==> src/rtl/riscv_fetch_unit.sv <==
// Single-outstanding instruction fetch stage: REQ -> WAIT -> HOLD, with redirect and response drop.
// Optional macro RISCV_FETCH_MISALIGN_EN adds a sticky misaligned-target fault and a FAULT state.
module riscv_fetch_unit #(
  parameter logic [31:0] RESET_PC = 32'h0000_0000
) (
  input  logic        clk,
  input  logic        rst_n,
  input  logic        redirect_valid,
  input  logic [31:0] redirect_target,
  output logic        imem_req_valid,
  input  logic        imem_req_ready,
  output logic [31:0] imem_req_addr,
  input  logic        imem_rsp_valid,
  input  logic [31:0] imem_rsp_data,
  output logic        if_valid,
  input  logic        if_ready,
  output logic [31:0] if_pc,
  output logic [31:0] if_instr
`ifdef RISCV_FETCH_MISALIGN_EN
  ,
  output logic        fetch_fault,
  output logic [31:0] fault_addr
`endif
);

  localparam logic [31:0] NOP = 32'h0000_0013;

  typedef enum logic [1:0] {
    S_REQ  = 2'd0,
    S_WAIT = 2'd1,
    S_HOLD = 2'd2
`ifdef RISCV_FETCH_MISALIGN_EN
    ,
    S_FAULT = 2'd3
`endif
  } state_e;

  state_e      state_q, state_d;
  logic [31:0] pc_q, pc_d;
  logic        drop_q, drop_d;
  logic [31:0] if_pc_q, if_pc_d;
  logic [31:0] if_instr_q, if_instr_d;
  logic        run_q, run_d;
`ifdef RISCV_FETCH_MISALIGN_EN
  logic        fault_q, fault_d;
  logic [31:0] fault_addr_q, fault_addr_d;
`endif

  logic        req_fire;
  logic [31:0] redirect_pc;

  // run_q keeps the request line low while in reset and through the first edge after it.
  assign imem_req_valid = run_q && (state_q == S_REQ);
  assign imem_req_addr  = pc_q;
  assign if_valid       = (state_q == S_HOLD);
  assign if_pc          = if_pc_q;
  assign if_instr       = if_instr_q;
  assign req_fire       = imem_req_valid && imem_req_ready;
  assign redirect_pc    = redirect_target & 32'hFFFF_FFFC;
`ifdef RISCV_FETCH_MISALIGN_EN
  assign fetch_fault    = fault_q;
  assign fault_addr     = fault_addr_q;
`endif

  always_comb begin
    // NOTE: every signal gets its hold value first so no path through this block infers a latch.
    state_d    = state_q;
    pc_d       = pc_q;
    drop_d     = drop_q;
    if_pc_d    = if_pc_q;
    if_instr_d = if_instr_q;
    run_d      = 1'b1;
`ifdef RISCV_FETCH_MISALIGN_EN
    fault_d      = fault_q;
    fault_addr_d = fault_addr_q;
`endif

    case (state_q)
      S_REQ: begin
        if (req_fire) state_d = S_WAIT;
        if (redirect_valid) begin
          pc_d = redirect_pc;
          if (req_fire) drop_d = 1'b1;
        end
      end
      S_WAIT: begin
        if (imem_rsp_valid) begin
          drop_d = 1'b0;
          if (drop_q || redirect_valid) begin
            state_d = S_REQ;
          end else begin
            if_pc_d    = pc_q;
            if_instr_d = imem_rsp_data;
            pc_d       = pc_q + 32'd4;
            state_d    = S_HOLD;
          end
        end else if (redirect_valid) begin
          drop_d = 1'b1;
        end
        if (redirect_valid) pc_d = redirect_pc;
      end
      S_HOLD: begin
        // A redirect leaves HOLD regardless of if_ready; a coincident handshake still counts.
        if (redirect_valid) begin
          pc_d    = redirect_pc;
          state_d = S_REQ;
        end else if (if_ready) begin
          state_d = S_REQ;
        end
      end
`ifdef RISCV_FETCH_MISALIGN_EN
      S_FAULT: begin
        state_d = S_FAULT;
      end
`endif
      default: state_d = S_REQ;
    endcase

`ifdef RISCV_FETCH_MISALIGN_EN
    if (redirect_valid && (redirect_target[1:0] != 2'b00) && (state_q != S_FAULT)) begin
      fault_d      = 1'b1;
      fault_addr_d = redirect_target;
      drop_d       = 1'b0;
      pc_d         = pc_q;
      state_d      = S_FAULT;
    end
`endif
  end

  // NOTE: sequential state uses non-blocking assignments so all flops sample pre-edge values.
  always_ff @(posedge clk or negedge rst_n) begin
    if (!rst_n) begin
      state_q    <= S_REQ;
      pc_q       <= RESET_PC;
      drop_q     <= 1'b0;
      if_pc_q    <= 32'h0000_0000;
      if_instr_q <= NOP;
      run_q      <= 1'b0;
    end else begin
      state_q    <= state_d;
      pc_q       <= pc_d;
      drop_q     <= drop_d;
      if_pc_q    <= if_pc_d;
      if_instr_q <= if_instr_d;
      run_q      <= run_d;
    end
  end

`ifdef RISCV_FETCH_MISALIGN_EN
  always_ff @(posedge clk or negedge rst_n) begin
    if (!rst_n) begin
      fault_q      <= 1'b0;
      fault_addr_q <= 32'h0000_0000;
    end else begin
      fault_q      <= fault_d;
      fault_addr_q <= fault_addr_d;
    end
  end
`endif

endmodule

==> config.mk <==
export PLATFORM = sky130hd
export DESIGN_NAME = riscv_fetch_unit
export DESIGN_NICKNAME = d
export VERILOG_FILES = /design/src/rtl/riscv_fetch_unit.sv
export SDC_FILE = /design/constraint.sdc
export NUM_CORES = 1
export LEC_CHECK = 0
export ABC_AREA = 1
export CAP_MARGIN = 20
export CORE_AREA = 10 10 120 122
export DETAILED_ROUTE_END_ITERATION = 7
export DIE_AREA = 0 0 130 132
export PLACE_DENSITY = 0.75
export RECOVER_POWER = 100
export SYNTH_ARGS = -nofsm -noshare
export SYNTH_HDL_FRONTEND = slang
export SYNTH_SLANG_ARGS = --single-unit
==> constraint.sdc <==
create_clock -name clk -period 1.5 [get_ports clk]
set_clock_uncertainty 0.15 [all_clocks]
set_input_delay 0.15 -clock clk [delete_from_list [all_inputs] [get_ports clk]]
set_output_delay 0.15 -clock clk [all_outputs]
set_load 0.1 [all_outputs]
* After elaboration in Yosys (flattened, before gate mapping)
Index checks and enable logic that the tools add are counted.
Cells by class: equality and inequality tests 9, bitwise logic cells 1, mux-type cells 16, $add $sub $neg 1, reduce and logical (&&, ||, !) cells 11
Operators with widths (number):
- $mux W32 | 4
- $pmux W32 S2 | 1
- $add A32 B3 Y32 const B | 1
- $mux W2 | 5
- $reduce_and A4 Y1 | 2
- $ne A2 B2 Y1 const B | 3
- $ne A3 B3 Y1 const B | 2
- $pmux W2 S3 | 1
- $reduce_and A3 Y1 | 2
- $mux W1 | 4
- $reduce_bool A2 Y1 | 2
- $ne A3 B2 Y1 const B | 1
- $eq A2 B1 Y1 const B | 1
- $eq A2 B2 Y1 const B | 1
- $logic_and A1 B1 Y1 | 2
- $logic_not A2 Y1 | 1
- $ne A2 B1 Y1 const B | 1
- $pmux W1 S2 | 1
- $reduce_or A2 Y1 | 1
- $logic_or A1 B1 Y1 | 1
- $not A1 Y1 | 1
Storage, ports and cells: register bits after elaboration 100, word-level logic and storage cells 44, input port bits 70

* Depth between registers and ports, before layout
depth after elaboration 6, depth in mapped cells 11, gate-level depth less buffers 11

* Worst setup path after synthesis
OpenSTA, ideal clock, no wires.
path kind reg-to-reg, from register state_q[1], to register drop_q, period minus slack after synthesis 3.469 ns, data arrival time 3.242 ns, cell stages (with the launch flop) 6, buffers on the path 0, data required time 1.273 ns, setup slack -1.969 ns, cells stage by stage dfrtp_1 nor3b_1 nand2_1 nand3_1 a21oi_1 a21oi_1
Between the ends: longest elaborated chain between the ends 5
RTL lines:
- start, declared | line 38 | state_e state_q, state_d;
- start signal, assigned | line 140 | state_q <= state_d;
- $logic_not A2 Y1 | line 53 | assign imem_req_valid = run_q && (state_q == S_REQ);
- $logic_and A1 B1 Y1 | line 53
- net imem_req_valid | line 10 | output logic imem_req_valid,
- $logic_and A1 B1 Y1 | line 58 | assign req_fire = imem_req_valid && imem_req_ready;
- $ne A2 B2 Y1 (no source line)
- $reduce_and A4 Y1 (no source line)
- end signal, assigned | line 142 | drop_q <= drop_d;
- end, declared | line 40 | logic drop_q, drop_d;
The timed path passes the listed nets, and every way through them passes these cells. A chain may end at the register's enable or synchronous reset.

* Final worst setup path
from register pc_q[15], in the netlist imem_req_addr[15], to register pc_q[27], in the netlist imem_req_addr[27]
Between the ends: longest elaborated chain between the ends 5
RTL lines:
- start, declared | line 39 | logic [31:0] pc_q, pc_d;
- start signal, assigned | line 141 | pc_q <= pc_d;
- $add A32 B3 Y32 | line 94 | pc_d = pc_q + 32'd4;
- $mux W32 | line 89 | if (drop_q || redirect_valid) begin
- $mux W32 | line 87 | if (imem_rsp_valid) begin
- $mux W32 | line 100 | if (redirect_valid) pc_d = redirect_pc;
- $pmux W32 S2 | line 78 | case (state_q)
No other way between the ends. The select of a mux whose other input is x is not followed.

==> results.ini <==
[sta]
fin_crit_sh_pct = 119
period_needed_ps = 1780
setup_viol = 94
max_slew_margin_pct = 37.3
slew_violations = 0
rsz0062_at_grt = yes
tightestPinTransition_ps = 941
fmax_ghz = 0.562
hold_violations = 0
setup_ws_ps = -279

[setup_path]
worstPathRequired_ps = 1580
r2r_cells = 9
arrival_ps = 1860
r2r-end = imem_req_addr[27]
crit_type = flip-flop to flip-flop
r2r-start = imem_req_addr[15]
reg2reg_slack_ps = -280
startpoint = imem_req_addr[15]
critPathMaxStageDelay_ps = 450
crit_chain = nand2_2 -> nor2_4 -> nand2_1 -> nor2_1 -> nand2_1 -> nand2_1 -> nand3_1 -> nand2_1 -> nand2_1
critPathMaxFanout = 3
cpMaxStageDelayCell = dfrtp_4
end_kind = flip-flop
cpMostUsedCell = nand2_1
crit_path_end = imem_req_addr[27]
start_kind = flip-flop

[placed_design]
numPortBuffers = 161
place_congestion = 0.900
dpl.cell_count = 952
dp_hpwl_microns = 13300

[clock_tree]
cts_root_buf = clkbuf_16
ctsLongestPathBuffers = 2
numCtsBuffers = 9
clk_latency_ps = 350
cts_sinks = 96
clk_pin_slew_ps = 70
cts_tree = yes
h-tree-depth = 3

[grt]
antenna_found_initial = 1
grt_usage_pct = 20.3
grt_overflow = 0
grt_max_degree = 34
grt_pass1_wl_microns = 28000
first_global_vias = 5225

[drt]
drcViolationCount = 0
wl_met2_microns = 10100
ant_nets = 0
via_per_inst = 5.35
totalWireLength_microns = 20000
first_pass_iters = 5
routedWlPerCell_microns = 20.3
drt-met1-wl_microns = 7410
initialDrtViolationCount = 412
top_layer_used = met5
vias = 5263
wl_met3_microns = 1700

[finish]
stdcell_count = 984
drive_gt1_share_pct = 46.2
n_antenna_cell = 0
area_delta_synth_final_pct = 77.2
final_nets = 903
nFillCells = 796

[floorplan]
core_sq_um = 11900
die_width_microns = 130
start_util_pct = 40.6
dieArea_sq_um = 17200
rows = 40
ioPinCount = 168
die_y_microns = 132

[synth]
syn_avg_cell_area_sq_um = 8.18
synth_compound_area_share_pct = 7.45
synth_fa_ha_area_share_pct = 0.259
yosys_warnings = 0
synthMuxAreaShare_pct = 8.14
syn_area_sq_um = 4840
ys_ff_latch = 96
ys_types = 32
synth_cells = 592
synth_top_family_by_area = simple AND/OR/NAND/NOR gates
synth-xor-area-share_pct = 0.543
yosysSeqAreaShare_pct = 49.7
yosys.area_share.simple_pct = 26.8

[outcome]
violations = negative setup slack
outcome = finished with violations

[power_and_ir_drop]
p_leak_nw = 3.90
powerDensity_nw_per_um2 = 2370
ir_worst_vdd_mv = 1.25
finalPower_mw = 20.3

[min_path]
hold_class = input port to flip-flop

[run]
drv_cap = 0

## critical path, delay by kind of cell, from the launching register on
family,cells,cell delay [ps]
flops,1,450
simple gates,9,1080
## metrics by stage
stage                     setup slack, ps  instance area [sq um]  utilization (%)  hold WS [ps]  TNS (ps)
final                                -279                   8580             72.0           232     -8570
after global routing                 -323                   8580             72.0           248    -13140
after CTS                            -127                   8930             75.0           165     -4530
after detailed placement             -313                   8430             70.8         -9.50    -20400
after global placement               -268                   8430             70.8         -10.9    -16290
after floorplan                      -442                   5200                -          -296     -4280
## registers in the layout, summed over array words and instances, names as in the netlist
register	count
drop_q	1
if_instr	32
if_pc	30
imem_req_addr	30
run_q	1
state_q	2
## placed cells by master, fill, tap and decap left out, drive strengths merged
master and count:
dfstp 3, a22oi 3, ha 1, buf 120, bufinv 1, xor2 3, mux2 35, nand2 183
clkbuf 74, a21oi 8, o21ai 48, nor3b 1, nor2 93, clkdlybuf4s50 66, o31ai 2, a211oi 1
o22ai 5, clkinvlp 1, clkinv 2, nand3 37, conb 5, dfrtp 93, dlygate4sd3 1, inv 48
nand4 3
## timing repair
item | 4_1_cts | 5_1_grt
hold endpoints to repair | 49 | 0
endpoints found under the setup margin | 52 | 104
gates cloned | 2 | 2
setup buffers | 5 | 9
gates resized for setup | 28 | 105
hold buffers | 1 | 0
pin swaps | 7 | 29
## where the power goes
| group | leakage [nW] | internal (mW) | switching (mW) |
|---|---|---|---|
| clock network | 0.141 | 1.31 | 1.05 |
| logic | 2.62 | 3.45 | 9.95 |
| registers | 1.14 | 3.74 | 0.838 |
| total | 3.90 | 8.51 | 11.8 |
## routing by layer
metal,GRT usage (%),vias up
li1,-,2363
met5,0,-
met4,7.31,2
met1,23.8,2526
met3,6.23,76
met2,34.0,296
## worst min path at each step
| stage | cells past startpoint | start | endpoint |
|---|---|---|---|
| 2_1_floorplan | 0 | rst_n | drop_q |
| 6_report | 2 | if_ready | state_q[1] |
| 3_3_place_gp | 1 | rst_n | if_instr[10] |
| 3_5_place_dp | 1 | rst_n | if_instr[10] |
| 4_1_cts | 2 | rst_n | if_instr[10] |
| 5_1_grt | 2 | if_ready | state_q[1] |
## final cells by class
cell class	count	area, sq um	area share [%]
clock buffers	11	233	2.71
repair buffers	250	2690	31.4
multi-input cells	428	2700	31.4
clock inverters	5	63.8	0.744
well taps	147	184	2.14
inverters	47	196	2.29
flip-flops and latches	96	2510	29.3
## logic make-up (layout without fill, tap and decap cells)
family                     after synthesis  after routing
and+or+nand+nor                        317            317
DFF                                     96             96
buffers and inverters                   71            313
AOI/OAI and AO/OA                       67             67
muxes                                   35             35
xor gates and xnor gates                 3              3
other                                    2              5
adders and majority gates                1              1
## Yosys cell counts
library cell / n / area, sq um
a211oi_1: 1 / 7.51
a21oi_1: 8 / 40.0
a22oi_1: 3 / 22.5
buf_1: 1 / 3.75
buf_2: 7 / 35.0
buf_4: 4 / 30.0
buf_6: 6 / 67.6
clkbuf_1: 6 / 22.5
clkinv_1: 1 / 3.75
conb_1: 2 / 7.51
dfrtp_1: 93 / 2330
dfstp_2: 3 / 78.8
ha_1: 1 / 12.5
inv_1: 44 / 165
inv_2: 1 / 3.75
inv_4: 1 / 6.26
mux2_1: 1 / 11.3
mux2_2: 34 / 383
nand2_1: 183 / 687
nand3_1: 35 / 175
nand3_4: 2 / 35.0
nand4_1: 3 / 18.8
nor2_1: 88 / 330
nor2_2: 3 / 18.8
nor2_4: 2 / 22.5
nor3b_1: 1 / 7.51
o21ai_0: 46 / 230
o21ai_1: 1 / 5.00
o21ai_2: 1 / 8.76
o22ai_1: 5 / 31.3
o31ai_1: 2 / 15.0
xor2_1: 3 / 26.3
No activity file was read; power rests on OpenSTA's default activity.
